`config.mk`:
```
export PLATFORM = sky130hd
export DESIGN_NAME = clock_set_ctrl_flat
export DESIGN_NICKNAME = d
export VERILOG_FILES = /design/src/rtl/clock_set_if.sv /design/src/rtl/clock_set_ctrl.sv /design/src/flat_wrapper.sv
export SDC_FILE = /design/constraint.sdc
export NUM_CORES = 1
export LEC_CHECK = 0
export CAP_MARGIN = 20
export CORE_MARGIN = 2
export CORE_UTILIZATION = 50
export CTS_BUF_LIST = sky130_fd_sc_hd__clkbuf_4 sky130_fd_sc_hd__clkbuf_8 sky130_fd_sc_hd__clkbuf_16
export DETAILED_ROUTE_END_ITERATION = 10
export DONT_BUFFER_PORTS = 1
export GPL_ROUTABILITY_DRIVEN = 1
export SKIP_CTS_REPAIR_TIMING = 1
export SLEW_MARGIN = 10
export SYNTH_ARGS = -nofsm -noshare
export SYNTH_HDL_FRONTEND = slang
export SYNTH_SLANG_ARGS = --single-unit
```
`constraint.sdc`:
```
create_clock -name clk -period 2.5 [get_ports clk]
set_input_delay 0.375 -clock clk [delete_from_list [all_inputs] [get_ports clk]]
set_output_delay 0.375 -clock clk [all_outputs]
set_load 0.01 [all_outputs]
```
`src/rtl/clock_set_if.sv`:
```
// Bundle between the button/prescaler front end and the time-setting controller.
// The master side (front end) drives tick and button levels. The slave side
// (controller) drives the counter-chain controls and the display blank enables.
interface clock_set_if;
    logic       tick;
    logic       btn_mode;
    logic       btn_inc;
    logic       sec_cin;
    logic       min_force;
    logic       hour_force;
    logic       sec_clr_n;
    logic [1:0] mode;
    logic       blank_hour;
    logic       blank_min;

    modport master (
        output tick, btn_mode, btn_inc,
        input  sec_cin, min_force, hour_force, sec_clr_n, mode, blank_hour, blank_min
    );

    modport slave (
        input  tick, btn_mode, btn_inc,
        output sec_cin, min_force, hour_force, sec_clr_n, mode, blank_hour, blank_min
    );
endinterface

```
`src/rtl/clock_set_ctrl.sv`:
```
// Mode and time-setting controller for the sec/min/hour counter chain.
// In RUN it forwards the 1 Hz tick into the seconds stage. In SET_HOUR and
// SET_MIN it freezes time and injects forced increments, with edge-triggered
// and auto-repeat presses. It blinks the digits being set and falls back to
// RUN after an idle timeout.
// All outputs are registered. Decisions are made combinationally from the
// current inputs and state, so every effect appears one clk after its cause.
module clock_set_ctrl #(
    parameter int IDLE_TIMEOUT = 10,
    parameter int REPEAT_DLY   = 2
) (
    input  logic         clk,
    input  logic         rst,
    clock_set_if.slave   bus
);

    typedef enum logic [1:0] {
        RUN      = 2'd0,
        SET_HOUR = 2'd1,
        SET_MIN  = 2'd2
    } state_t;

    // Counters are 8 bits wide; both thresholds are limited to 1..255.
    localparam logic [7:0] REPEAT_W = 8'(REPEAT_DLY);
    localparam logic [7:0] IDLE_M1  = 8'(IDLE_TIMEOUT - 1);

    state_t     state;
    logic       prev_mode;
    logic       prev_inc;
    logic       blink_phase;
    logic [7:0] hold_cnt;
    logic [7:0] idle_cnt;

    logic       mode_ev;
    logic       inc_ev;
    logic       in_set;
    logic       rep_ev;
    logic       timeout;
    logic       inc_fire;
    logic       clr_pulse;
    logic       state_chg;
    state_t     next_state;
    logic       next_blink;
    logic [7:0] next_hold;
    logic [7:0] next_idle;

    // Decode button edges, auto-repeat, timeout, and all next-state values.
    always_comb begin
        mode_ev    = bus.btn_mode & ~prev_mode;
        inc_ev     = bus.btn_inc & ~prev_inc;
        in_set     = (state != RUN);
        rep_ev     = in_set & bus.tick & bus.btn_inc & (hold_cnt >= REPEAT_W);
        // The tick that brings idle_cnt up to the limit ends the set session,
        // unless this same cycle has activity that resets the idle count.
        timeout    = in_set & bus.tick & ~mode_ev & ~inc_ev & ~rep_ev & (idle_cnt >= IDLE_M1);
        // A mode press wins over a simultaneous increment (edge or repeat).
        inc_fire   = in_set & ~mode_ev & (inc_ev | rep_ev);
        clr_pulse  = (state == SET_MIN) & mode_ev;
        next_state = state;

        case (state)
            RUN: begin
                if (mode_ev) begin
                    next_state = SET_HOUR;
                end else begin
                    next_state = RUN;
                end
            end
            SET_HOUR: begin
                if (mode_ev) begin
                    next_state = SET_MIN;
                end else if (timeout) begin
                    next_state = RUN;
                end else begin
                    next_state = SET_HOUR;
                end
            end
            SET_MIN: begin
                if (mode_ev || timeout) begin
                    next_state = RUN;
                end else begin
                    next_state = SET_MIN;
                end
            end
            default: begin
                next_state = RUN;
            end
        endcase

        state_chg = (next_state != state);

        if (state_chg) begin
            next_blink = 1'b0;
        end else if (in_set && bus.tick) begin
            next_blink = ~blink_phase;
        end else begin
            next_blink = blink_phase;
        end

        if (state_chg || !bus.btn_inc) begin
            next_hold = 8'd0;
        end else if (in_set && bus.tick && (hold_cnt != 8'hFF)) begin
            next_hold = hold_cnt + 8'd1;
        end else begin
            next_hold = hold_cnt;
        end

        if (state_chg || mode_ev || inc_ev || rep_ev) begin
            next_idle = 8'd0;
        end else if (in_set && bus.tick && (idle_cnt != 8'hFF)) begin
            next_idle = idle_cnt + 8'd1;
        end else begin
            next_idle = idle_cnt;
        end
    end

    // State, history, counters and registered outputs; synchronous active-low reset.
    always_ff @(posedge clk) begin
        if (!rst) begin
            state          <= RUN;
            prev_mode      <= 1'b1;
            prev_inc       <= 1'b1;
            blink_phase    <= 1'b0;
            hold_cnt       <= 8'd0;
            idle_cnt       <= 8'd0;
            bus.sec_cin    <= 1'b0;
            bus.min_force  <= 1'b0;
            bus.hour_force <= 1'b0;
            bus.sec_clr_n  <= 1'b1;
            bus.mode       <= 2'd0;
            bus.blank_hour <= 1'b0;
            bus.blank_min  <= 1'b0;
        end else begin
            state          <= next_state;
            prev_mode      <= bus.btn_mode;
            prev_inc       <= bus.btn_inc;
            blink_phase    <= next_blink;
            hold_cnt       <= next_hold;
            idle_cnt       <= next_idle;
            bus.sec_cin    <= (state == RUN) & bus.tick;
            bus.min_force  <= inc_fire & (state == SET_MIN);
            bus.hour_force <= inc_fire & (state == SET_HOUR);
            bus.sec_clr_n  <= ~clr_pulse;
            bus.mode       <= next_state;
            bus.blank_hour <= (next_state == SET_HOUR) & next_blink;
            bus.blank_min  <= (next_state == SET_MIN) & next_blink;
        end
    end

endmodule

```
`src/flat_wrapper.sv`:
```
// flat-port wrapper written by rule: the top's interface ports become plain ports
module clock_set_ctrl_flat 
#(
    parameter int IDLE_TIMEOUT = 10,
    parameter int REPEAT_DLY   = 2
)
  (clk, rst, bus_tick, bus_btn_mode, bus_btn_inc, bus_sec_cin, bus_min_force, bus_hour_force, bus_sec_clr_n, bus_mode, bus_blank_hour, bus_blank_min);
  clock_set_if bus_i ();
  input  logic clk;
  input  logic rst;
  input wire logic [$bits(bus_i.tick)-1:0] bus_tick;
  input wire logic [$bits(bus_i.btn_mode)-1:0] bus_btn_mode;
  input wire logic [$bits(bus_i.btn_inc)-1:0] bus_btn_inc;
  output wire logic [$bits(bus_i.sec_cin)-1:0] bus_sec_cin;
  output wire logic [$bits(bus_i.min_force)-1:0] bus_min_force;
  output wire logic [$bits(bus_i.hour_force)-1:0] bus_hour_force;
  output wire logic [$bits(bus_i.sec_clr_n)-1:0] bus_sec_clr_n;
  output wire logic [$bits(bus_i.mode)-1:0] bus_mode;
  output wire logic [$bits(bus_i.blank_hour)-1:0] bus_blank_hour;
  output wire logic [$bits(bus_i.blank_min)-1:0] bus_blank_min;
  assign bus_i.tick = bus_tick;
  assign bus_i.btn_mode = bus_btn_mode;
  assign bus_i.btn_inc = bus_btn_inc;
  assign bus_sec_cin = bus_i.sec_cin;
  assign bus_min_force = bus_i.min_force;
  assign bus_hour_force = bus_i.hour_force;
  assign bus_sec_clr_n = bus_i.sec_clr_n;
  assign bus_mode = bus_i.mode;
  assign bus_blank_hour = bus_i.blank_hour;
  assign bus_blank_min = bus_i.blank_min;
  clock_set_ctrl #(.IDLE_TIMEOUT(IDLE_TIMEOUT), .REPEAT_DLY(REPEAT_DLY)) u_core (.clk(clk), .rst(rst), .bus(bus_i));
endmodule
```
==> results.md <==
- CTS Buffer Depth: 2
- F_max: 562.7 MHz
- Drt total wl: 2345 um
- Clk pin slew, worst setup/hold paths: 160 ps
- Die area: 3091 um2
- Combinational group share of total power: 0.052
- Dominant synthesized flop cell: dfxtp_1
- Setup TNS Final: 0 ps
- Status: complete, no violations
- Fillcell total: 228
- Seq/Total Area, Yosys: 0.4060
- Psw: 0.1586 mW
- H-tree depth: 1
- Pin count of the biggest net entering global routing: 17
- Most frequent cell after synthesis: dfxtp_1
- Worst Max-Slew Pin Slew: 548.3 ps
- Root Buffer: clkbuf_4
- Worst min path class: primary input to register
- Number of vias per cell: 5.982
- CP arrival: 2030 ps
- Crit path launch: u_core.hold_cnt[0]$_SDFFE_PP0P_
- Hold Fails Final Rpt: 0
- Switching share of power: 0.2368
- Grt total ovfl: 0
- Clock Skews: 15.32 ps
- DRT antenna net count: 0
- Max-cap violations: 0
- Met3 GRT Util: 0.03488
- Min-delay src: rst
- R2r startpoint: u_core.hold_cnt[0]$_SDFFE_PP0P_
- Asr flop ratio synth: 0
- Detailed-route via count: 1017
- Overall power: 0.6700 mW
- Worst vdd ir: 0.2721 mV
- Clock power share: 0.287
- Reg power frac: 0.661
- Synth Area per Inst: 9.509 um2
- Critical path launch point type: register
- Drt pass-1 iters: 4
- WL per Instance: 13.79 um
- Rows: 18
- Hpwl dp: 1729 um
- Tmin final: 1777 ps
- Share of layout cells above drive strength 1: 0.1214
- YS warnings: 0
- Worst Path Required: 2760 ps
- Final setup violation count: 0
- Iteration-0 DRC Markers: 29
- Vias in the first global route: 871
- Global-route wire length before repair: 3829 um
- Lkg Pwr: 0.4349 nW
- Power density cells: 492.2 nW/um2
- Leading area contributor after synthesis: dfxtp_1
- Final period util: 0.7109
- Skew-Pair Late Insertion Delay: 330 ps
- Synth top cells by count: dfxtp_1 (27), nor2_1 (18), o211ai_1 (7), inv_1 (6), nand3_1 (6)
- Largest registers: u_core.hold_cnt x8, u_core.idle_cnt x8, u_core.bus.mode x2
- Io pins: 13
- PortBufs: 0
- Routing usage on met1: 0.1988
- Core Area: 2500 um2
- CP Capture Type: register
- Flip-flop and latch count after synthesis: 27
- CP Class: register to register
- DIE HEIGHT: 55.60 um
- DRC Markers: 0
- Starting Density: 0.5325
- Gp weighted congestion: 0.8518
- Final #Nets: 151
- Initial antenna violation count: 0
- Net count after synthesis: 150
- Global routing's busiest layer: met2
- CTS tree: done
- Post-synth top area share: 0.4060
- GRT Overall Usage: 0.1550
- Number of synthesized flops with an enable pin: 0
- Yosys cell types: 42
- Netlist Area Pre-Place: 1331 um2
- Area grow syn2layout: 2.256%
- Synth area leaders: dfxtp_1 (41%), nor2_1 (5.1%), ha_1 (4.7%), o211ai_1 (3.9%), xor2_1 (2.6%)
- Max FO, Critical Path: 8
- Post-Synthesis Cells: 140
- Cell internal pwr: 0.5114 mW
- Unrepaired setup endpoints after global routing: false
- ANT cells: 0
- Width of the die: 55.60 um
- Met2 usage: 0.2568
- Clock sink total: 27
- TritonCTS Buffers: 3
- Max-slew headroom: 0.6311
- Max-slew violations: 0
[layer usage]
| metal | share of wire | wire length (um) | vias up |
|---|---|---|---|
| met1 | 0.46 | 1090 | 477 |
| met2 | 0.47 | 1097 | 23 |
| met5 | 0 | 0 | - |
| met3 | 0.060 | 141 | 2 |
| met4 | 0.0064 | 15 | 0 |
| li1 | - | - | 515 |
[area by class of cell]
cell class	instances	area (um2)	area share
Clock inverter	1	7.507	0.005515
Clock buffer	3	22.52	0.01654
Inverter	6	22.52	0.01654
Sequential cell	27	540.5	0.3971
Multi-Input combinational cell	103	730.7	0.5368
Tap cell	30	37.54	0.02757
[final timing paths]
path,end,cells after the start,slack [ps]
setup / recovery,u_core.idle_cnt[6]$_SDFFE_PP0P_,6,720
setup reg to reg,u_core.idle_cnt[6]$_SDFFE_PP0P_,6,720
hold / removal,u_core.prev_inc$_SDFF_PN1_,1,100
hold reg to reg,u_core.bus.sec_clr_n$_SDFF_PN1_,1,470
[cells by family (layout without fill, tap and decap cells)]
logic type      after synthesis  count (layout)  share of synthesized area
simple gates                 59              59                     0.2509
compound gates               30              30                     0.1898
flops                        27              27                     0.4060
buf+inv                      10              10                    0.04511
xor+xnor                      7               7                    0.04605
fa+ha+maj                     5               5                    0.04699
mux                           2               2                    0.01504
[critical path, cell delays in order, from the launching register on]
cell and delay (ps):
dfxtp_1 400, inv_1 80, ha_1 210, nor4_1 360
a211o_2 250, o2111ai_4 200, nor3_2 210
[stage by stage]
stage                     instance area (um2)  utilization  worst slack, ps  std cells  hold slack (ps)
final                                    1361       0.5445            722.7        170            103.8
after detailed placement                 1331       0.5325            753.8        166            432.4
after global routing                     1361       0.5445            554.7        170            77.58
after CTS                                1361       0.5445            692.7        170            97.37
after floorplan                          1331            -            972.1        140            409.7
after global placement                   1331       0.5325            756.6        166            428.4
[power groups by stage]
stage / Combinational [mW] / Clock (mW) / Sequential (mW)
2_1_floorplan: 0.0353 / 0 / 0.449
3_3_place_gp: 0.0348 / 0 / 0.452
3_5_place_dp: 0.0355 / 0 / 0.452
4_1_cts: 0.0357 / 0.199 / 0.443
5_1_grt: 0.0387 / 0.214 / 0.444
6_report: 0.0351 / 0.192 / 0.443
[cell usage in the layout, fill, tap and decap left out, types with 3 or more instances in the layout]
cell type / instances
dfxtp_1: 27
a21oi_1: 5
nand3_1: 6
nand4_1: 3
nor3_1: 3
nor4_1: 4
nand2b_1: 3
clkbuf_4: 3
nor2_1: 18
o21ai_0: 3
ha_1: 5
a31oi_1: 3
inv_1: 6
xnor2_1: 3
xor2_1: 4
nand2_1: 4
nor3b_1: 3
o211ai_1: 7
No activity file was read; power rests on OpenSTA's default activity.
==> variant 1, RTL diff (same settings) <==
`IDLE_TIMEOUT` is set to 10 in 2 places; all go to 9.
--- a/src/rtl/clock_set_ctrl.sv
+++ b/src/rtl/clock_set_ctrl.sv
@@ -7,5 +7,5 @@
 // current inputs and state, so every effect appears one clk after its cause.
 module clock_set_ctrl #(
-    parameter int IDLE_TIMEOUT = 10,
+    parameter int IDLE_TIMEOUT = 9,
     parameter int REPEAT_DLY   = 2
 ) (
--- a/src/flat_wrapper.sv
+++ b/src/flat_wrapper.sv
@@ -2,5 +2,5 @@
 module clock_set_ctrl_flat 
 #(
-    parameter int IDLE_TIMEOUT = 10,
+    parameter int IDLE_TIMEOUT = 9,
     parameter int REPEAT_DLY   = 2
 )
Function: no difference found for any inputs over 10 cycles, from zero or initial values and one cycle with rst low; that may be too few to reach the edited logic, so the function may still have changed.
==> variant 1 against the unedited design <==
  * Sequential share of layout area shrank 2.6 points
  * Worst setup slack lost 120 ps
  * Sequential power is essentially flat
  * Global-route usage grew 2.9 points
  * Largest power group unchanged
  * Total power grew 0.50%
  * Sequential cell count is the same
  * Fmax shrank 6.1%
  * Worst hold slack gained 10 ps
  * Routed wire length grew 13%
  * Critical path type unchanged
  * Synthesized area grew 7.0%
  * Cell area grew 7.0%
  * Count of clock-buffer cells in the layout is the same
==> variant 1: results (changes against the unedited design) <==
Place
  • Post-Place Worst Slack: 618 ps (was 754 ps)
  • Post-DP HPWL: 1990 um (was 1730 um)

GRT
  • Total track usage: 18.4% (was 15.5%)
  • Largest net degree at the start of global routing: 16 (was 17)
  • Met3 Usage GRT: 2.49% (was 3.49%)
  • Global-route met2 utilization: 29.1% (was 25.7%)

Setup path
  • Worst Path Arrival: 2140 ps (was 2030 ps)
  • Worst R2R End: u_core.idle_cnt[5]$_SDFFE_PP0P_ (was u_core.idle_cnt[6]$_SDFFE_PP0P_)
  • CP Max Fanout: 10 (was 8)

Detailed routing
  • DR iter-0 viols: 51 (was 29)
  • Routed wire length per instance: 15.5 um (was 13.8 um)
  • DR vias/cell: 5.88 (was 5.98)

Layout
  • Final cell count without fillers: 171 (was 170)
  • Nets: 150 (was 151)
  • Share of layout cells above drive strength 1: 18.6% (was 12.1%)
  • Multi-input gate area: 831 um2 (was 731 um2)
  • Fill cell count: 242 (was 228)

Yosys
  • Proportion of synthesized area in mux cells: 1.41% (was 1.50%)
  • Post-synthesis sequential area ratio: 38.0% (was 40.6%)
  • Top cells by area, synth: dfxtp_1 38%, xnor2_1 3.7%, ha_1 3.5%, nor3_2 3.5%, nor2_1 2.9% (was dfxtp_1 41%, nor2_1 5.1%, ha_1 4.7%, o211ai_1 3.9%, xor2_1 2.6%)
  • Synth Area in XOR/XNOR: 4.31% (was 4.61%)
  • Syn Inst Count: 139 (was 140)

Power and ir drop
  • VDD IR-drop max: 0.000396 V (was 0.000272 V)
  • Comb power: 0.0000407 W (was 0.0000351 W)
  • Internal power: 0.000511 W (about the same)

Timing
  • Worst clock skew: 5.31 ps (was 15.3 ps)

Status
  • Outcome: completed (unchanged)
## variant 1: cell types whose count changed in the layout (fill, tap and decap cells not counted), moves of 4 or more
cell	before	now
nor2_1	18	11
o211ai_1	7	1
nor2b_1	0	4
nor3_1	3	7
nor3_2	1	5
## variant 1: final cells by class
| class | instances | area share, % |
|---|---|---|
| clock inverters | 1 | 0.344 |
| clock buffers | 3 | 1.55 |
| flip-flops and latches | 27 | 37.1 |
| multi-input cells | 104 | 57.0 |
| well taps | 31 | 2.66 |
| inverters | 5 | 1.29 |
## variant 1: worst max path at each step
stage / slack, ps / depth (start not counted) / end / startpoint
6_report: 610 / 6 / u_core.idle_cnt[5]$_SDFFE_PP0P_ / u_core.hold_cnt[0]$_SDFFE_PP0P_
5_1_grt: 430 / 6 / u_core.idle_cnt[5]$_SDFFE_PP0P_ / u_core.hold_cnt[0]$_SDFFE_PP0P_
4_1_cts: 580 / 6 / u_core.idle_cnt[5]$_SDFFE_PP0P_ / u_core.hold_cnt[0]$_SDFFE_PP0P_
3_5_place_dp: 620 / 6 / u_core.idle_cnt[5]$_SDFFE_PP0P_ / u_core.hold_cnt[0]$_SDFFE_PP0P_
3_3_place_gp: 650 / 6 / u_core.idle_cnt[3]$_SDFFE_PP0P_ / u_core.hold_cnt[0]$_SDFFE_PP0P_
2_1_floorplan: 880 / 7 / u_core.idle_cnt[3]$_SDFFE_PP0P_ / u_core.hold_cnt[0]$_SDFFE_PP0P_
## variant 1: layer usage
layer | part of all wire, % | wire length, um
met3 | 2.6 | 69
met1 | 48 | 1270
met5 | 0 | 0
met4 | 0.68 | 18
met2 | 49 | 1280
## variant 1: critical path: stages (launching register included)
cell     delay (ps)
dfxtp_1         470
inv_1            70
ha_1            230
nor4_4          160
nand2_2         110
a31o_1          430
nor4b_4         340
==> variant 2, RTL diff (same settings) <==
Made on the original files. Make the reset (`rst`) asynchronous in one clocked block. Comments in the files are not updated.
--- a/src/rtl/clock_set_ctrl.sv
+++ b/src/rtl/clock_set_ctrl.sv
@@ -116,5 +116,5 @@
 
     // State, history, counters and registered outputs; synchronous active-low reset.
-    always_ff @(posedge clk) begin
+    always_ff @(posedge clk or negedge rst) begin
         if (!rst) begin
             state          <= RUN;
Check against the original RTL: differs if rst is asserted again (counterexample within 4 cycles, from zero or initial values and one cycle with rst low); with rst held inactive, the same outputs for 10 cycles.
==> variant 2 against the unedited design <==
  * Synthesized area is 12% higher
  * Largest cell class unchanged
  * Worst hold slack better by 89 ps
  * Critical endpoint is now u_core.hold_cnt[4]$_DFFE_PN0P_
  * Cell area is 16% higher
  * Non-clock buffer count is 4 higher
  * Routed wire length is 9.8% higher
  * Worst setup slack worse by 130 ps
  * Via count is 0.39% lower
  * Sequential cell count stayed put
  * First-iteration DRC count is 41% higher
Power is not compared: it rests on default switching activity, and its combinational part moved more than twofold at a synthesized area within 25%.
==> variant 2: results (changes against the unedited design) <==
Setup path
  • Crit Path Category: flop to flop (unchanged)
  • Worst Path Arrival: 2150 ps (was 2030 ps)
  • Reg2reg path depth: 4 (was 6)
  • R2R setup slack: 590 ps (was 720 ps)
  • CP Max Fanout: 16 (was 8)
  • R2r startpoint: u_core.bus.mode[0]$_DFF_PN0_ (was u_core.hold_cnt[0]$_SDFFE_PP0P_)
  • Worst R2R End: u_core.hold_cnt[4]$_DFFE_PN0P_ (was u_core.idle_cnt[6]$_SDFFE_PP0P_)

Detailed routing
  • DR iter-0 viols: 41 (was 29)
  • Detailed Route WL: 2570 um (was 2350 um)
  • Vias: 1013 (was 1017)
  • ANT nets after route: 0 (unchanged)

Layout
  • Data buffer area share: 3.16% (was 0%)
  • Inverters: 5 (was 6)
  • Multi-input gate count: 104 (was 103)
  • Fill cell count: 246 (was 228)
  • Final clock-cell share: 1.90% (was 2.21%)
  • Share of layout cells above drive strength 1: 14.6% (was 12.1%)
  • Clock buffers: 4 (was 3)
  • Count of non-CTS buffers in the layout: 4 (was 0)
  • Multi-input gate area: 766 um2 (was 731 um2)

Timing
  • Worst clock skew: 6.30 ps (was 15.3 ps)
  • Relative slew margins: 61.9% (was 63.1%)

Yosys
  • Unique masters post-synth: 39 (was 42)
  • YS warnings: 0 (unchanged)
  • Synth top cells by count: 24 x dfrtp_1, 18 x nor2_1, 12 x xnor2_1, 7 x nand2_1 (was 27 x dfxtp_1, 18 x nor2_1, 7 x o211ai_1, 6 x inv_1, 6 x nand3_1)
  • Top cells by area, synth: dfrtp_1 40%, xnor2_1 7.1%, dfstp_2 5.3%, nor2_1 4.5%, nor4_4 4.3% (was dfxtp_1 41%, nor2_1 5.1%, ha_1 4.7%, o211ai_1 3.9%, xor2_1 2.6%)
  • Post-synthesis sequential area ratio: 45.7% (was 40.6%)
  • Asr flop ratio synth: 100% (was 0%)
  • Syn_nets: 149 (was 150)

GRT
  • Total track usage: 17.5% (was 15.5%)
  • Global-route wire length before repair: 4640 um (was 3830 um)
  • Largest net degree at the start of global routing: 28 (was 17)

Min path
  • Worst Hold Launch: bus_tick (was rst)
  • Hold EP: u_core.bus.sec_cin$_DFF_PN0_ (was u_core.prev_inc$_SDFF_PN1_)

Place
  • DP Area: 1500 um2 (was 1330 um2)
  • Post-DP HPWL: 1800 um (was 1730 um)
  • Final Wtd Congestion: 0.849 (was 0.852)

Die
  • Placeable Area: 2780 um2 (was 2500 um2)

Status
  • Outcome: completed (unchanged)
-- variant 2: where the power goes --
part | internal [W] | switching, W
logic | 0.000127 | 0.000172
registers | 0.000496 | 0.000105
clock network | 0.0000732 | 0.000128
-- variant 2: worst max-delay path by stage --
stage | endpoint | slack [ps] | cells after the start
2_1_floorplan | u_core.hold_cnt[7]$_DFFE_PN0P_ | 880 | 6
3_3_place_gp | u_core.hold_cnt[1]$_DFFE_PN0P_ | 650 | 4
3_5_place_dp | u_core.hold_cnt[4]$_DFFE_PN0P_ | 610 | 4
4_1_cts | u_core.hold_cnt[4]$_DFFE_PN0P_ | 570 | 4
5_1_grt | u_core.hold_cnt[1]$_DFFE_PN0P_ | 410 | 4
6_report | u_core.hold_cnt[4]$_DFFE_PN0P_ | 590 | 4
-- variant 2: through the flow --
stage | hold slack, ps | setup WS (ps) | cells | utilization [%]
floorplan | 79.4 | 884 | 139 | -
global placement | 80.1 | 650 | 167 | 54.0
detailed placement | 80.1 | 611 | 167 | 54.0
CTS | -290 | 569 | 171 | 55.1
global route | 174 | 406 | 175 | 56.9
finish | 192 | 590 | 175 | 56.9
-- variant 2: per-layer routing --
layer / track usage, % / vias up / routed length [um]
li1: - / 511 / -
met1: 26.4 / 488 / 1340
met2: 25.7 / 12 / 1130
met3: 2.64 / 2 / 77
met4: 5.98 / 0 / 18
met5: 0 / - / 0
-- variant 2: critical path, stage by stage (launching register included) --
cell and delay (ps):
dfrtp_1 560, o21ai_4 530, o22a_2 320, o211ai_2 190, a211oi_1 230
-- variant 2: cell families after synthesis --
logic type,Yosys count,share of synthesized area (%)
simple gates,61,25.0
buf+inv,8,2.70
compound gates,23,13.4
flops,27,45.7
xor+xnor,14,8.26
fa+ha+maj,5,4.21
mux,1,0.674
